<file path="src/rtl/clkdiv_pkg.sv">
// Shared definitions for the clock divider bank.
//
// Contents:
//   CNT_W_DEFAULT     default divisor/counter width
//   DIV_DISABLED_MAX  largest divisor value that leaves a channel disabled
//   hi_count(n)       number of high cycles in an n-cycle period (ceil(n/2))
package clkdiv_pkg;

  localparam int CNT_W_DEFAULT    = 8;
  localparam int DIV_DISABLED_MAX = 1;

  function automatic int unsigned hi_count(input int unsigned n);
    return n - (n / 2);
  endfunction

endpackage

</file>
<file path="src/rtl/clkdiv_channel.sv">
// One divider channel: counter, divisor register, boundary-apply logic and
// the registered clk_out / tick outputs.
//
// Ports:
//   clock      master clock (posedge)
//   reset      asynchronous active-high reset
//   resync     force phase realignment this edge (tie 0 when unused)
//   apply_req  a pending divisor targets this channel
//   new_div    pending divisor value
//   clk_out    divided clock, registered
//   tick       one-cycle pulse on the edge where clk_out rises, registered
//   applied    combinational: the pending divisor is taken on this edge
module clkdiv_channel
  import clkdiv_pkg::*;
#(
  parameter int CNT_W       = CNT_W_DEFAULT,
  parameter int DEFAULT_DIV = 2
) (
  input  logic             clock,
  input  logic             reset,
  input  logic             resync,
  input  logic             apply_req,
  input  logic [CNT_W-1:0] new_div,
  output logic             clk_out,
  output logic             tick,
  output logic             applied
);

  logic [CNT_W-1:0] cnt;
  logic [CNT_W-1:0] div;
  logic [CNT_W-1:0] hi;
  logic             disabled;
  logic             at_wrap;

  always_comb begin
    disabled = (32'(div) <= DIV_DISABLED_MAX);
    at_wrap  = !disabled && (cnt == div - CNT_W'(1));
    hi       = CNT_W'(hi_count(32'(div)));
    // A disabled channel has no period boundary, so it takes the new
    // divisor on the first edge it is offered one.
    applied  = apply_req && (resync || disabled || at_wrap);
  end

  always_ff @(posedge clock or posedge reset) begin
    if (reset) begin
      cnt     <= '0;
      div     <= CNT_W'(DEFAULT_DIV);
      clk_out <= 1'b0;
      tick    <= 1'b0;
    end else if (resync) begin
      cnt     <= '0;
      clk_out <= 1'b0;
      tick    <= 1'b0;
      if (apply_req) div <= new_div;
    end else if (applied) begin
      // Boundary edge: hold the output low for this cycle so the new
      // waveform starts cleanly on the next edge without a runt pulse.
      div     <= new_div;
      cnt     <= '0;
      clk_out <= 1'b0;
      tick    <= 1'b0;
    end else if (disabled) begin
      cnt     <= '0;
      clk_out <= 1'b0;
      tick    <= 1'b0;
    end else begin
      clk_out <= (cnt < hi);
      tick    <= (cnt == '0);
      cnt     <= at_wrap ? '0 : cnt + CNT_W'(1);
    end
  end

endmodule

</file>
<file path="src/rtl/clock_divider_bank.sv">
// Bank of NUM_CH runtime-programmable integer clock dividers.
//
// Optional feature: define CLKDIV_RESYNC_EN to add the resync input, which
// restarts every channel in phase (and applies any pending request).
//
// Ports:
//   clock      master clock (posedge)
//   reset      asynchronous active-high reset
//   resync     (CLKDIV_RESYNC_EN only) realign all channels
//   cfg_valid  config request valid
//   cfg_ready  bank can accept a config request
//   cfg_ch     target channel index
//   cfg_div    new divisor
//   cfg_err    one-cycle pulse after an accepted out-of-range request
//   clk_out    divided clocks, registered
//   tick       per-channel rising-edge pulses, registered
//   locked     no reconfiguration pending
//
// Handshake: a request transfers on any posedge where cfg_valid && cfg_ready;
// cfg_ready is low exactly while the single pending slot is occupied, and the
// requester must hold cfg_ch/cfg_div stable while cfg_valid is high and
// cfg_ready is low.
module clock_divider_bank
  import clkdiv_pkg::*;
#(
  parameter int NUM_CH      = 4,
  parameter int CNT_W       = CNT_W_DEFAULT,
  parameter int DEFAULT_DIV = 2
) (
  input  logic                                        clock,
  input  logic                                        reset,
`ifdef CLKDIV_RESYNC_EN
  input  logic                                        resync,
`endif
  input  logic                                        cfg_valid,
  output logic                                        cfg_ready,
  input  logic [((NUM_CH > 1) ? $clog2(NUM_CH) : 1)-1:0] cfg_ch,
  input  logic [CNT_W-1:0]                            cfg_div,
  output logic                                        cfg_err,
  output logic [NUM_CH-1:0]                           clk_out,
  output logic [NUM_CH-1:0]                           tick,
  output logic                                        locked
);

  localparam int CH_W = (NUM_CH > 1) ? $clog2(NUM_CH) : 1;

  logic              pending;
  logic [CH_W-1:0]   pend_ch;
  logic [CNT_W-1:0]  pend_div;
  logic              accept;
  logic              ch_ok;
  logic              resync_i;
  logic [NUM_CH-1:0] apply_req;
  logic [NUM_CH-1:0] applied;

`ifdef CLKDIV_RESYNC_EN
  assign resync_i = resync;
`else
  assign resync_i = 1'b0;
`endif

  assign cfg_ready = !pending;
  assign locked    = !pending;
  assign accept    = cfg_valid && cfg_ready;
  // Widened so the check stays meaningful when NUM_CH is a power of two.
  assign ch_ok     = (32'(cfg_ch) < 32'(NUM_CH));

  // The slot is single-entry, so accept (slot empty) and apply (slot full)
  // never coincide.
  always_ff @(posedge clock or posedge reset) begin
    if (reset) begin
      pending  <= 1'b0;
      pend_ch  <= '0;
      pend_div <= '0;
      cfg_err  <= 1'b0;
    end else begin
      cfg_err <= 1'b0;
      if (accept) begin
        if (ch_ok) begin
          pending  <= 1'b1;
          pend_ch  <= cfg_ch;
          pend_div <= cfg_div;
        end else begin
          cfg_err <= 1'b1;
        end
      end else if (|applied) begin
        pending <= 1'b0;
      end
    end
  end

  for (genvar i = 0; i < NUM_CH; i++) begin : g_ch
    assign apply_req[i] = pending && (pend_ch == CH_W'(i));

    clkdiv_channel #(
      .CNT_W       (CNT_W),
      .DEFAULT_DIV (DEFAULT_DIV)
    ) u_ch (
      .clock     (clock),
      .reset     (reset),
      .resync    (resync_i),
      .apply_req (apply_req[i]),
      .new_div   (pend_div),
      .clk_out   (clk_out[i]),
      .tick      (tick[i]),
      .applied   (applied[i])
    );
  end

endmodule

</file>
<file path="config.mk">
export PLATFORM = sky130hd
export DESIGN_NAME = clock_divider_bank
export DESIGN_NICKNAME = d
export VERILOG_FILES = /design/src/rtl/clkdiv_pkg.sv /design/src/rtl/clkdiv_channel.sv /design/src/rtl/clock_divider_bank.sv
export SDC_FILE = /design/constraint.sdc
export NUM_CORES = 1
export LEC_CHECK = 0
export CORE_AREA = 8 8 114 116
export CTS_BUF_LIST = sky130_fd_sc_hd__clkbuf_16
export DETAILED_ROUTE_END_ITERATION = 6
export DIE_AREA = 0 0 122 124
export GPL_ROUTABILITY_DRIVEN = 0
export PLACE_DENSITY = 0.88
export SYNTH_ARGS = -nofsm -noshare
export SYNTH_HDL_FRONTEND = slang
export SYNTH_SLANG_ARGS = --single-unit
</file>
<file path="constraint.sdc">
create_clock -name clock -period 7.1 [get_ports clock]
set_clock_uncertainty 0.15 [all_clocks]
set_input_delay 1.42 -clock clock [delete_from_list [all_inputs] [get_ports clock]]
set_output_delay 1.42 -clock clock [all_outputs]
set_load 0.01 [all_outputs]
</file>
# Word-level counts from Yosys, hierarchy flattened
# Index checks and enable logic that the tools add are counted.
[word_totals] wordCells=105 input_bits=13 output_inout_bits=11 register_bits=83
[classes] muxes=30 n_eq_ne=7 n_addsub=12 reduce_logical=29 n_lt_le_gt_ge=8
[op_table] operator="8-bit 2-to-1 mux" count=12
[op_table] operator="8-bit by 1-bit adder with 8-bit output, second input constant" count=4
[op_table] operator="8-bit equality test" count=4
[op_table] operator="8-bit by 1-bit less-or-equal comparator with 1-bit output, second input constant" count=4
[op_table] operator="8-bit zero test" count=4
[op_table] operator="8-bit less-than comparator" count=4
[op_table] operator="8-bit by 1-bit subtractor with 8-bit output, second input constant" count=4
[op_table] operator="8-bit by 7-bit subtractor with 8-bit output" count=4
[op_table] operator="1-bit 2-to-1 mux" count=18
[op_table] operator="1-bit logical AND" count=13
[op_table] operator="1-bit zero test" count=5
[op_table] operator="2-bit equality test, second input constant" count=2
[op_table] operator="1-bit logical OR" count=4
[op_table] operator="4-bit OR reduction" count=1
[op_table] operator="2-bit by 1-bit equality test with 1-bit output, second input constant" count=1
[op_table] operator="2-bit zero test" count=1
[op_table] operator="2-bit nonzero test" count=1

# Depth between registers and ports, before layout
# Gate-level depths: netlist of the first run.
[logic_depth] word_depth=8 ltp_mapped=14 mapped_depth_nobuf=14

# By module
# A second synthesis of the first run with hierarchy kept.
[unflattened] cells_unflattened=640 area_unflattened_um2=6598.8
[by_module_without_submodules] module="clkdiv_channel at g_ch[2].u_ch ..." area_per_inst_um2=1517.7 cells_per_inst=151 n_inst=2 seq_area_each_um2=451.7
[by_module_without_submodules] module="clkdiv_channel at g_ch[1].u_ch" area_per_inst_um2=1529.0 cells_per_inst=152 n_inst=1 seq_area_each_um2=451.7
[by_module_without_submodules] module="clkdiv_channel at g_ch[0].u_ch" area_per_inst_um2=1524.0 cells_per_inst=151 n_inst=1 seq_area_each_um2=451.7
[by_module_without_submodules] module="clock_divider_bank" area_per_inst_um2=510.5 cells_per_inst=35 n_inst=1 seq_area_each_um2=275.3

# Least setup slack after synthesis of the first run
# OpenSTA, ideal clock, no wires.
[synth_timing] path_type="reg2reg" from="register g_ch[3].u_ch.div[1]" to="register g_ch[3].u_ch.clk_out" period_less_slack_ps=2563 setup_time_ps=94 required_time_ps=6856 path_buffers=0 arrival_ps=2319 path_slack_ps=4537 stages_incl_launch_ff=13 path_cell_list="dfstp_2 -> ha_1 -> inv_1 -> fa_1 -> nand2b_1 -> a21oi_1 -> o21ai_0 -> a21oi_1 -> nor2_1 -> xnor2_1 -> ha_1 -> o21a_1 -> a211oi_1"
[synth_between] elab_chain_len=6 word_cells_on_any_way=11 cone_classes="add/sub: 2; order compare: 2; eq/ne: 1; mux: 2; reduce/logical: 4"
[synth_rtl] item="start: declaration" line="clkdiv_channel.sv:30" source="logic [CNT_W-1:0] div;"
[synth_rtl] item="start signal: assignment" line="clkdiv_channel.sv:47" source="div <= CNT_W'(DEFAULT_DIV);"
[synth_rtl] item="start signal: assignment" line="clkdiv_channel.sv:54" source="if (apply_req) div <= new_div;"
[synth_rtl] item="start signal: assignment" line="clkdiv_channel.sv:58" source="div <= new_div;"
[synth_rtl] item="parallel branches: the longest is 5 deep, another holds 8-bit by 7-bit subtractor with 8-bit output"
[synth_rtl] item="1-bit 2-to-1 mux (*)" line="clkdiv_channel.sv:55" source="end else if (applied) begin"
[synth_rtl] item="end signal: assignment" line="clkdiv_channel.sv:67" source="clk_out <= (cnt < hi);"
[synth_rtl] item="end: declaration" line="clkdiv_channel.sv:24" source="output logic clk_out,"
# Every way passes the cells marked *.
# A chain may end at the register's enable or synchronous reset.

# Worst setup path in the final report of the first run
[layout_timing] from="register pending" to="output port locked"
[layout_between] elab_chain_len=1
[layout_rtl] item="start: declaration" line="clock_divider_bank.sv:47" source="logic pending;"
[layout_rtl] item="start signal: assignment" line="clock_divider_bank.sv:72" source="pending <= 1'b0;"
[layout_rtl] item="start signal: assignment" line="clock_divider_bank.sv:80" source="pending <= 1'b1;"
[layout_rtl] item="start signal: assignment" line="clock_divider_bank.sv:87" source="pending <= 1'b0;"
[layout_rtl] item="1-bit zero test" line="clock_divider_bank.sv:63" source="assign locked = !pending;"
[layout_rtl] item="end: declaration" line="clock_divider_bank.sv:42" source="output logic locked"
# Every way passes these cells.

==> results of run 1 <==
==> logic make-up after synthesis <==
logic type / count (synthesis)
AND/OR/NAND/NOR: 144
AO/OA/AOI/OAI: 118
adder cells (fa/ha/maj): 108
buffers and inverters: 102
XOR/XNOR: 96
flip-flops: 83
multiplexers: 26
other: 1
==> worst max-delay path, delay by kind of cell, from the launching register on <==
| kind | cells | cell delay [ns] |
|---|---|---|
| flip-flops | 1 | 0.48 |
| buffers and inverters | 2 | 0.72 |
==> worst min path at each step <==
| stage | from | end | slack (ns) | depth (start not counted) |
|---|---|---|---|---|
| 5_1_grt | g_ch[3].u_ch.div[7]$_DFFE_PP0P_ | g_ch[3].u_ch.div[7]$_DFFE_PP0P_ | 0.45 | 1 |
| 6_report | g_ch[3].u_ch.div[7]$_DFFE_PP0P_ | g_ch[3].u_ch.div[7]$_DFFE_PP0P_ | 0.42 | 1 |
| 3_5_place_dp | g_ch[3].u_ch.div[7]$_DFFE_PP0P_ | g_ch[3].u_ch.div[7]$_DFFE_PP0P_ | 0.41 | 1 |
| 2_1_floorplan | pend_div[2]$_DFFE_PP0P_ | g_ch[2].u_ch.div[2]$_DFFE_PP0P_ | 0.37 | 2 |
| 4_1_cts | g_ch[0].u_ch.div[7]$_DFFE_PP0P_ | g_ch[0].u_ch.div[7]$_DFFE_PP0P_ | 0.43 | 1 |
| 3_3_place_gp | g_ch[3].u_ch.div[7]$_DFFE_PP0P_ | g_ch[3].u_ch.div[7]$_DFFE_PP0P_ | 0.40 | 1 |
==> synth_stat cells (2+ instances only) <==
cell type and n:
a211oi_1 6, a21boi_0 8, a21o_1 9, a21oi_1 28
a22o_1 3, a22oi_1 3, a41o_1 4, and2_0 3
and3_1 9, buf_2 5, buf_4 10, clkbuf_1 4
dfrtp_1 79, dfstp_2 4, fa_1 4, ha_1 104
inv_1 81, mux2_2 26, nand2_1 8, nand2b_1 10
nand3_1 37, nand3b_1 6, nor2_1 45, nor2b_1 8
nor3_1 5, nor4_1 3, nor4b_1 4, o211a_1 2
o21a_1 4, o21ai_0 31, o21bai_1 8, o31ai_1 5
or3b_2 2, xnor2_1 55, xor2_1 41
==> stage by stage <==
step	power, mW	setup WS (ns)
finish	3.73	3.98
detailed placement	3.25	3.77
CTS	3.73	3.98
floorplan	2.73	3.40
global route	4.08	3.82
global placement	3.07	3.80
==> registers in the layout, summed over array words and instances (netlist names) <==
| name | count |
|---|---|
| g_ch.u_ch.div | 32 |
| g_ch.u_ch.cnt | 32 |
| g_ch.u_ch.tick | 4 |
| pending | 1 |
| g_ch.u_ch.clk_out | 4 |
| pend_div | 8 |
| pend_ch | 2 |
==> layout make-up <==
class                      instances  area (sq um)  area share, %
timing repair buffer              23           228           3.21
sequential                        83          2080           29.3
clock buffer                       9           225           3.17
multi-input combinational        493          4040           56.9
clock inverter                     7          43.8          0.617
tap                              143           179           2.52
inverter                          81           305           4.30
==> power groups by stage <==
stage	Sequential (mW)	Combinational (mW)	Clock [mW]
after floorplan	0.845	1.89	0
after global placement	0.924	2.15	0
after detailed placement	0.942	2.30	0
after CTS	0.937	2.35	0.441
after global routing	0.972	2.64	0.459
final	0.941	2.35	0.436
==> per-layer routing <==
metal,share of wire [%],global-route usage [%],vias to the layer above
li1,-,-,2304
met1,42,23.1,2387
met2,50,34.5,127
met3,4.2,3.31,43
met4,3.4,10.9,0
met5,0,0,-
==> results.cfg, run 1 <==
[run_status]
outcome = complete, no violations

[placed_design]
dpl_cell_area_sq_um = 6830
port_buffers = 22
dp_hpwl_microns = 10300
placed_cells = 823

[power]
peakVddDrop_uv = 287
combinationalPowerShare_pct = 63.1
swShare_pct = 46.2
power_density_nw_per_um2 = 525
power_switching_mw = 1.72
clockPowerShare_pct = 11.7
intPower_mw = 2.01
seqPwrFrac_pct = 25.2
power.leakage_nw = 3.40

[timing]
fin_crit_sh_pct = 44.0
rsz0062_at_grt = no
hold_viol_final = 0
tightest_slew_ns = 1.05
maxSlewViolCount = 0
whs_ns = 0.420
relSlewSlack_pct = 29.9
fmax_ghz = 0.320
post-route-min-period_ns = 3.12
fin_tns_setup_ns = 0
finalSetupViolCount = 0

[worst_setup_path]
critPathCaptureType = primary output
r2r_end = g_ch[0].u_ch.div[6]$_DFFE_PP0P_
slowest_stage = clkdlybuf4s50_1
rrSetupSlack_ns = 3.98
crit_start = pending$_DFFE_PP0P_
required_ns = 5.53
arrival_ns = 1.55
cpPeakStageDelay_ns = 0.56
worstSetupPathType = register to primary output
cp_cell_sequence = inv_1 > clkdlybuf4s50_1
start_kind = register
cp_max_fo = 7
worstReg2RegStart = g_ch[0].u_ch.div[1]$_DFFE_PP1P_
crit_path_end = locked
reg2reg_depth = 8

[detailed_routing]
num_vias = 4861
drcViolationCount = 0
wirelength_microns = 14000
drt_first_pass_iters = 5
routedWlPerCell_microns = 16.7
viasPerCell = 5.79
drtIter0Drc = 476
ant_nets = 0

[yosys]
synth_compound_area_share_pct = 11.6
netlist_area_sq_um = 6550
synth_cells = 678
synthTopCellsByArea = dfrtp_1 (30%), ha_1 (20%), xnor2_1 (7.4%), xor2_1 (5.5%), inv_1 (4.6%)
yosysSeqAreaShare_pct = 31.8
synth_top_family_by_area = adder cells
ys_warn_count = 0
netlist.area_leader.share_pct = 30.2
ys_seq_elements = 83
synth_mux_area_share_pct = 4.47
synth-edff-count = 0
synth_xor_xnor_area_share_pct = 12.8
synth.distinct_cells = 49
synth_area_per_cell_sq_um = 9.66
synthAdderAreaFrac_pct = 21.1
synth_simple_gate_area_share_pct = 11.5
netlist.top_cell.by_area = dfrtp_1
async_reset_ff_share_pct = 100
synth_top_flop_cell = dfrtp_1
synth_fp_nets = 799

[clock_network]
clock-sinks = 83
ctsHtreeMaxLevel = 3
cts_resized = 0
clock_path_buffers = 2
root_buffer = clkbuf_16
insertion_delay_ns = 0.35
tritoncts = yes
clkTransAtPathRegs_ns = 0.06
cts_buffers = 9
ctsHoldBuffers = 0
post_cts_buffers = 0

[floorplan]
start_util_pct = 58.6
core_area_sq_um = 11200
die_area_sq_um = 15100
die_w_microns = 122
rows = 39
die_y_microns = 124
boundaryPins = 24

[global_routing]
grt_pass1_vias = 5112
overflow = 0
grt_max_degree = 84
antenna_found_initial = 0
grt_usage_pct = 19.9
grt_pass1_wl_microns = 23900

[job]
max_cap_violations = 0

[cells_and_area]
layout_commonest_cell = ha_1
areaGrowthSynthToFinish_pct = 8.34
nets = 812
final_core_util_pct = 63.5
final_cell_mix = ha_1 (104), inv_1 (81), dfrtp_1 (79), xnor2_1 (55), nor2_1 (45)
antenna_cells = 0
drive_above_1_share_pct = 7.61
n_fill_cell = 834
stdcell_count = 839
final_area_sq_um = 7100

[min_path]
hp-class = register to register
Note: power is estimated with default switching activity, not from simulation.
==> run 2: changes to the inputs <==
==> constraint.sdc (replaced) <==
create_clock -name clock -period 3.2 [get_ports clock]
set_clock_uncertainty 0.15 [all_clocks]
set_input_delay 0.64 -clock clock [delete_from_list [all_inputs] [get_ports clock]]
set_output_delay 0.64 -clock clock [all_outputs]
set_load 0.01 [all_outputs]
==> run 2 against run 1 <==
Compared with the run above: register-to-register slack worse by 3.6 ns; setup slack got worse by 3.6 ns; cell count grew 0.60%; design area rose by 1.1%; critical path type is now register to register; critical endpoint is now g_ch[3].u_ch.clk_out$_DFF_PP0_; largest cell class unchanged.
==> results.cfg, run 2 (synthesis gave the netlist of run 1 again) <==
[cells_and_area]
nets = 817
final_core_util_pct = 64.2
drive_above_1_share_pct = 8.27
layout_commonest_cell = ha_1
areaGrowthSynthToFinish_pct = 9.49
antenna_cells = 0
final_cell_mix = ha_1 (104), inv_1 (80), dfrtp_1 (79), xnor2_1 (55), nor2_1 (45)
largest_registers = g_ch.u_ch.cnt x32, g_ch.u_ch.div x32, pend_div x8

[placed_design]
dp_hpwl_microns = 10500
port_buffers = 22

[job]
max_cap_violations = 0

[floorplan]
core_area_sq_um = 11200
die_area_sq_um = 15100
rows = 39
boundaryPins = 24
die_y_microns = 124
start_util_pct = 58.6
die_w_microns = 122

[power]
power.leakage_nw = 3.44
peakVddDrop_uv = 685
power_mw = 8.41
power_density_nw_per_um2 = 1170

[timing]
hold_viol_final = 0
whs_ns = 0.431
rsz0062_at_grt = no
fin_crit_sh_pct = 89.2
fmax_ghz = 0.350
fin_tns_setup_ns = 0
maxSlewViolCount = 0
post-route-min-period_ns = 2.86
finalSetupViolCount = 0

[worst_setup_path]
cpPeakStageDelay_ns = 0.58
slowest_stage = dfstp_2
cp_cell_sequence = ha_1 > inv_1 > fa_1 > nand2b_1 > a21oi_1 > o21ai_0 > a21oi_1 > nor2_1 > xnor2_1 > ha_1 > o21a_1 > a211oi_1
start_kind = register
required_ns = 3.30
critPathCaptureType = register
arrival_ns = 2.96
cp_max_fo = 5
worstSetupPathType = register to register

[global_routing]
grt_usage_pct = 19.5
grt_pass1_vias = 5050
grt_pass1_wl_microns = 23700
grt_max_degree = 37
antenna_found_initial = 0
gr-usage-met1_pct = 22.5
grt.busiest_layer = met2
overflow = 0
met2_usage_pct = 35.7
grt.met3_usage_pct = 3.63

[clock_network]
clkTransAtPathRegs_ns = 0.07
cts_resized = 0
insertion_delay_ns = 0.35
clock_path_buffers = 2
post_cts_buffers = 0
cts_buffers = 9
clock-sinks = 83
ctsHoldBuffers = 0
root_buffer = clkbuf_16
tritoncts = yes
ctsHtreeMaxLevel = 3

[detailed_routing]
viasPerCell = 5.69
drtIter0Drc = 351
drt_first_pass_iters = 5
ant_nets = 0
routedWlPerCell_microns = 16.6
wirelength_microns = 14000
num_vias = 4801
drcViolationCount = 0

[min_path]
hp-class = register to register

[run_status]
outcome = complete, no violations
## run 2: worst max-delay path: cells and delay by family, from the launching register on
family | cells | cell delay, ns
AND/OR/NAND/NOR | 2 | 0.22
AO/OA/AOI/OAI | 5 | 0.78
adder cells (fa/ha/maj) | 3 | 0.85
buffers and inverters | 1 | 0.06
XOR/XNOR | 1 | 0.13
flip-flops | 1 | 0.58
## run 2: final cells by class
type / count / area [sq um]
Timing Repair Buffer: 28 / 278
Inverter: 81 / 305
Multi-Input combinational cell: 493 / 4040
Fill cell: 830 / 4000
Tap cell: 143 / 179
Clock inverter: 7 / 68.8
Sequential cell: 83 / 2080
Clock buffer: 9 / 225
## run 2: layer usage
metal | wire, microns | vias up
met5 | 0 | -
met4 | 269 | 0
met3 | 512 | 25
met2 | 7270 | 101
met1 | 5950 | 2362
li1 | - | 2313
## run 2: worst paths after layout
| path | start | to | slack (ns) | cells after the start |
|---|---|---|---|---|
| max | g_ch[3].u_ch.div[1]$_DFFE_PP1P_ | g_ch[3].u_ch.clk_out$_DFF_PP0_ | 0.34 | 12 |
| min | g_ch[0].u_ch.div[7]$_DFFE_PP0P_ | g_ch[0].u_ch.div[7]$_DFFE_PP0P_ | 0.43 | 1 |
| min reg2reg | g_ch[0].u_ch.div[7]$_DFFE_PP0P_ | g_ch[0].u_ch.div[7]$_DFFE_PP0P_ | 0.43 | 1 |
| max in group asynchronous | reset | g_ch[0].u_ch.div[1]$_DFFE_PP1P_ | 1.70 | 3 |
| max reg2reg | g_ch[3].u_ch.div[1]$_DFFE_PP1P_ | g_ch[3].u_ch.clk_out$_DFF_PP0_ | 0.34 | 12 |
| min in group asynchronous | reset | g_ch[2].u_ch.div[3]$_DFFE_PP0P_ | 0.47 | 2 |
## run 2: power breakdown
part | internal [mW] | switching, mW
combinational | 2.51 | 2.77
clock | 0.602 | 0.447
sequential | 1.46 | 0.614
## run 2: stage by stage
stage | worst slack (ns) | area, sq um | instances
6_report | 0.345 | 7170 | 844
4_1_cts | 0.365 | 7170 | 844
3_3_place_gp | 0.476 | 6880 | 828
3_5_place_dp | 0.380 | 6880 | 828
2_1_floorplan | 0.280 | 6550 | 678
5_1_grt | 0.208 | 7170 | 844
